## src/rtl/im_loader.sv

```systemverilog
// im_loader -- boot-time instruction-memory loader.
//
// This module accepts a framed byte stream and writes the payload into a
// DEPTH-byte instruction memory, one byte per cycle. The CPU is held in
// reset until a complete, valid image is in place.
//
// Frame layout: LEN_HI, LEN_LO, payload[0..len-1], optional checksum byte.
//
// Optional feature (macro IM_LOADER_CSUM_EN):
//   When defined, a trailing checksum byte must equal the XOR of all
//   payload bytes, otherwise the frame ends in ERR.
//
// Ports:
//   clk, rst            clock; synchronous active-high reset
//   start               begin a load (honoured in IDLE, DONE, ERR)
//   in_valid, in_data   stream byte offered by the source
//   in_ready            loader accepts a byte this cycle
//   im_we/addr/wdata    registered IM byte write port
//   cpu_hold            1 keeps the CPU in reset
//   done, err           image accepted / frame rejected
//   load_cnt            payload bytes written in the current/last load
//
// Handshake: a byte moves on any cycle where in_valid && in_ready. The source
// holds in_data stable while in_valid is high and in_ready is low. in_ready
// depends only on state, never on in_valid.
module im_loader #(
  parameter int DEPTH = 512,
  parameter int AW    = 9
) (
  input  logic          clk,
  input  logic          rst,
  input  logic          start,
  input  logic          in_valid,
  input  logic [7:0]    in_data,
  output logic          in_ready,
  output logic          im_we,
  output logic [AW-1:0] im_addr,
  output logic [7:0]    im_wdata,
  output logic          cpu_hold,
  output logic          done,
  output logic          err,
  output logic [AW:0]   load_cnt
);

  typedef enum logic [2:0] {
    S_IDLE, S_LEN_HI, S_LEN_LO, S_DATA, S_DONE, S_ERR
`ifdef IM_LOADER_CSUM_EN
    , S_CSUM
`endif
  } state_e;

  state_e        state_q, state_d;
  logic [15:0]   len_q, len_d;
  logic [AW:0]   load_cnt_q, load_cnt_d;
  logic          im_we_q, im_we_d;
  logic [AW-1:0] im_addr_q, im_addr_d;
  logic [7:0]    im_wdata_q, im_wdata_d;
`ifdef IM_LOADER_CSUM_EN
  logic [7:0]    csum_q, csum_d;
`endif

  logic          xfer;
  logic          go_start;
  logic [15:0]   len_full;
  logic          len_bad;
  logic [AW:0]   cnt_plus;
  logic          last_byte;

  assign xfer     = in_valid && in_ready;
  assign go_start = start && (state_q == S_IDLE || state_q == S_DONE || state_q == S_ERR);
  // Full length as it will be once the LEN_LO byte is latched.
  assign len_full = {len_q[15:8], in_data};
  assign len_bad  = (len_full == 16'd0) || (len_full > 16'(DEPTH)) || (len_full[1:0] != 2'b00);
  assign cnt_plus = load_cnt_q + 1'b1;
  assign last_byte = ({{(15-AW){1'b0}}, cnt_plus} == len_q);

  // State register and datapath flops
  always_ff @(posedge clk) begin
    if (rst) begin
      state_q    <= S_IDLE;
      len_q      <= '0;
      load_cnt_q <= '0;
      im_we_q    <= 1'b0;
      im_addr_q  <= '0;
      im_wdata_q <= '0;
`ifdef IM_LOADER_CSUM_EN
      csum_q     <= '0;
`endif
    end else begin
      state_q    <= state_d;
      len_q      <= len_d;
      load_cnt_q <= load_cnt_d;
      im_we_q    <= im_we_d;
      im_addr_q  <= im_addr_d;
      im_wdata_q <= im_wdata_d;
`ifdef IM_LOADER_CSUM_EN
      csum_q     <= csum_d;
`endif
    end
  end

  // Next-state logic
  always_comb begin
    state_d = state_q;
    case (state_q)
      S_IDLE:   if (start) state_d = S_LEN_HI;
      S_LEN_HI: if (xfer) state_d = S_LEN_LO;
      S_LEN_LO: if (xfer) state_d = len_bad ? S_ERR : S_DATA;
      S_DATA: begin
        if (xfer && last_byte) begin
`ifdef IM_LOADER_CSUM_EN
          state_d = S_CSUM;
`else
          state_d = S_DONE;
`endif
        end
      end
`ifdef IM_LOADER_CSUM_EN
      S_CSUM:   if (xfer) state_d = (in_data == csum_q) ? S_DONE : S_ERR;
`endif
      S_DONE, S_ERR: if (start) state_d = S_LEN_HI;
      default:  state_d = S_IDLE;
    endcase
  end

  // Datapath: length capture, byte counter, registered IM write port
  always_comb begin
    len_d      = len_q;
    load_cnt_d = load_cnt_q;
    im_we_d    = 1'b0;
    im_addr_d  = im_addr_q;
    im_wdata_d = im_wdata_q;
`ifdef IM_LOADER_CSUM_EN
    csum_d     = csum_q;
`endif
    if (go_start) begin
      len_d      = '0;
      load_cnt_d = '0;
`ifdef IM_LOADER_CSUM_EN
      csum_d     = '0;
`endif
    end
    if (xfer && state_q == S_LEN_HI) len_d[15:8] = in_data;
    if (xfer && state_q == S_LEN_LO) len_d[7:0]  = in_data;
    if (xfer && state_q == S_DATA) begin
      // Length <= DEPTH keeps the low AW bits in range; no wrap possible.
      im_we_d    = 1'b1;
      im_addr_d  = load_cnt_q[AW-1:0];
      im_wdata_d = in_data;
      load_cnt_d = cnt_plus;
`ifdef IM_LOADER_CSUM_EN
      csum_d     = csum_q ^ in_data;
`endif
    end
  end

  // Output logic
  always_comb begin
    in_ready = (state_q == S_LEN_HI) || (state_q == S_LEN_LO) || (state_q == S_DATA)
`ifdef IM_LOADER_CSUM_EN
               || (state_q == S_CSUM)
`endif
               ;
    cpu_hold = (state_q != S_DONE);
    done     = (state_q == S_DONE);
    err      = (state_q == S_ERR);
    im_we    = im_we_q;
    im_addr  = im_addr_q;
    im_wdata = im_wdata_q;
    load_cnt = load_cnt_q;
  end

endmodule

```

## config.mk

```make
export PLATFORM = sky130hd
export DESIGN_NAME = im_loader
export DESIGN_NICKNAME = d
export VERILOG_FILES = /design/src/rtl/im_loader.sv
export SDC_FILE = /design/constraint.sdc
export NUM_CORES = 1
export LEC_CHECK = 0
export CELL_PAD_IN_SITES_DETAIL_PLACEMENT = 1
export CELL_PAD_IN_SITES_GLOBAL_PLACEMENT = 1
export CORE_MARGIN = 3
export CORE_UTILIZATION = 41
export CTS_CLUSTER_DIAMETER = 150
export DETAILED_ROUTE_END_ITERATION = 12
export PLACE_DENSITY_LB_ADDON = 0.1
export REMOVE_ABC_BUFFERS = 1
export SYNTH_ARGS = -nofsm -noshare
export SYNTH_HDL_FRONTEND = slang
export SYNTH_SLANG_ARGS = --single-unit
```

## constraint.sdc

```tcl
create_clock -name clk -period 3.2 [get_ports clk]
set_input_delay 0.64 -clock clk [delete_from_list [all_inputs] [get_ports clk]]
set_output_delay 0.64 -clock clk [all_outputs]
set_load 0.03 [all_outputs]
```

==> run metrics <==
RSZ-0062 raised after global routing=false; crit-path max FO=10; cts bufs inserted=5; crit path cell chain=nor2_1 -> nor2_1 -> clkdlybuf4s50_1; dpl hpwl=4.36 mm; Req. time, crit path=2560 ps; largest net degree at the start of global routing=41; final setup fails=0; fill cell count=639; Setup TNS=0 ps; final net count=325; Final Critical Period=2410 ps; status=complete, no violations; max cap viols=0; Post-synth EDFFs=0; CP endpoint kind=primary output; Yosys Warn Count=0; CP arrival=1770 ps; fmax=0.415 GHz; GRT Util Overall=0.197; Buffers & Inverters on Critical Path=1; slew margin rel.=0.615; H-tree depth=2; share of cells above drive strength 1=0.0865; ANT nets after route=0; most frequent CP cell=nor2_1; clock slew at reported path FFs=90 ps; Mapped Cells=276; Synth cell types=55; die area=6440 µm²; vias in the first global route=2109; drt first pass iters=4; r2r startpoint=load_cnt[1]; clock net sink count=47; largest cells by area after synthesis=dfxtp_1 42%, a21oi_1 8.9%, nand2_1 8.0%; CTS tree=built; die width=80.3 µm; CTS Root Cell=clkbuf_8; first-pass GRT wire length=10.1 mm; antenna fix cells=0; pwr dens=588 nW/µm²; CP Launch Type=flip-flop; I/O Pins=44; Final Core Density=0.538; final wirelength=6.14 mm; detailed-route via count=2101; Leak=1.02 nW; initial antenna violation count=0; worst hold path class=reg2reg; asr flop ratio synth=0; DR WL/cell=16.1 µm; Clock Tree Buf Depth=2; Core Rows=26; Syn-to-layout area delta=23.8%; DR iter-0 viols=102; Crit. Startpoint=state_q[0]; GR Overflow Total=0; count of pins over their slew limit=0; effective utilization at floorplan=0.434; PortBufs=43; Final Hold Vio Count=0; delay-heaviest family, CP=buffers and inverters; final period utilization=0.753; max incr delay on CP=700 ps; most frequent cells in the layout=48 x nand2_1, 47 x dfxtp_1, 43 x clkdlybuf4s50_1; chip height=80.3 µm; DRC=0; post-synth top area share=0.416; Slowest-stage cell, CP=clkdlybuf4s50_1; min-delay src=len_q[14]; setup bufs post-CTS=0; synthesized cell area=2260 µm²; cell taking the most area after synthesis=dfxtp_1; Crit Path Class=reg2out; dominant synthesized flop cell=dfxtp_1; Synth Register Bits=47; GP Congestion=0.775; actual slew at the worst max-slew pin=578 ps; Worst VDD drop=0.000312 V; clock latency on the worst-skew pair=300 ps; Gates resized, CTS repair=0; hold buffers post-CTS=0; most common cell after layout, fill and taps aside=nand2_1; clk_skew=7.44 ps; Via-to-Cell Ratio=5.50; area of the core=5200 µm²; Seq/Total Area, Yosys=0.416; Syn Area/Cell=8.19 µm²
==> tightest hold or removal path: cells and delay by family (launching register included) <==
family,cells,cell delay [ps]
compound gates,1,50
flops,1,320
simple gates,1,50
==> final timing paths <==
path	slack [ps]	cells past startpoint	endpoint
worst max-delay path	790	3	in_ready
worst min-delay path	450	2	len_q[14]
worst max register to register	940	7	state_q[2]
worst min register to register	450	2	len_q[14]
==> where the power goes <==
part | internal, mW | total, mW | switching [mW] | leakage [nW]
combinational | 0.231 | 0.575 | 0.344 | 0.596
sequential | 0.637 | 0.703 | 0.0656 | 0.380
clock | 0.170 | 0.368 | 0.198 | 0.0470
==> cells by family (layout without fill, tap and decap cells) <==
| group | Yosys count | count (layout) | share of synthesized area |
|---|---|---|---|
| AND/OR/NAND/NOR | 116 | 116 | 0.265 |
| flip-flops | 47 | 47 | 0.416 |
| adder cells (fa/ha/maj) | 1 | 1 | 0.00553 |
| XOR/XNOR | 13 | 13 | 0.0537 |
| buffers and inverters | 23 | 59 | 0.0548 |
| AO/OA/AOI/OAI | 76 | 76 | 0.205 |
==> synth_stat cells, types with 3 or more instances <==
| library cell | number |
|---|---|
| a21oi_1 | 40 |
| o21ai_0 | 4 |
| buf_2 | 5 |
| and3_1 | 3 |
| nor2_1 | 16 |
| o21ai_1 | 8 |
| nand3b_1 | 3 |
| or3_1 | 4 |
| nand2b_1 | 3 |
| a22o_1 | 8 |
| clkbuf_1 | 11 |
| xor2_1 | 7 |
| nand2_1 | 48 |
| xnor2_1 | 5 |
| nand3_1 | 14 |
| dfxtp_1 | 47 |
==> layout make-up <==
class                           instances  area [µm²]  area share
Clock buffer                            6        82.6      0.0295
Clock inverter                          1        5.00     0.00179
Inverter                                3        11.3     0.00402
Multi-Input combinational cell        206        1200       0.427
Sequential cell                        47         941       0.336
Tap cell                               70        87.6      0.0313
Timing Repair Buffer                   49         475       0.170
==> flip-flops by register name (all words and copies together), names as in the netlist <==
| signal | flops |
|---|---|
| im_we | 1 |
| im_addr | 9 |
| len_q | 16 |
| im_wdata | 8 |
| load_cnt | 10 |
| state_q | 3 |
==> metrics by stage <==
step / area, µm² / setup WS (ps) / cells / hold WS (ps) / total power, mW
3_5_place_dp: 2710 / 660 / 375 / 449 / 1.29
6_report: 2800 / 791 / 382 / 454 / 1.65
3_3_place_gp: 2710 / 724 / 375 / 441 / 1.28
5_1_grt: 2800 / 651 / 382 / 482 / 1.75
4_1_cts: 2800 / 766 / 382 / 461 / 1.66
2_1_floorplan: 2150 / 999 / 256 / 425 / 1.08
==> routing by layer <==
metal,GRT usage,vias to the layer above,part of all wire
met4,0.0456,0,0.0091
met3,0.0493,5,0.043
met5,0,-,0
met2,0.338,41,0.48
met1,0.247,1009,0.47
li1,-,1046,-
Power figures use the tool's default switching activity.
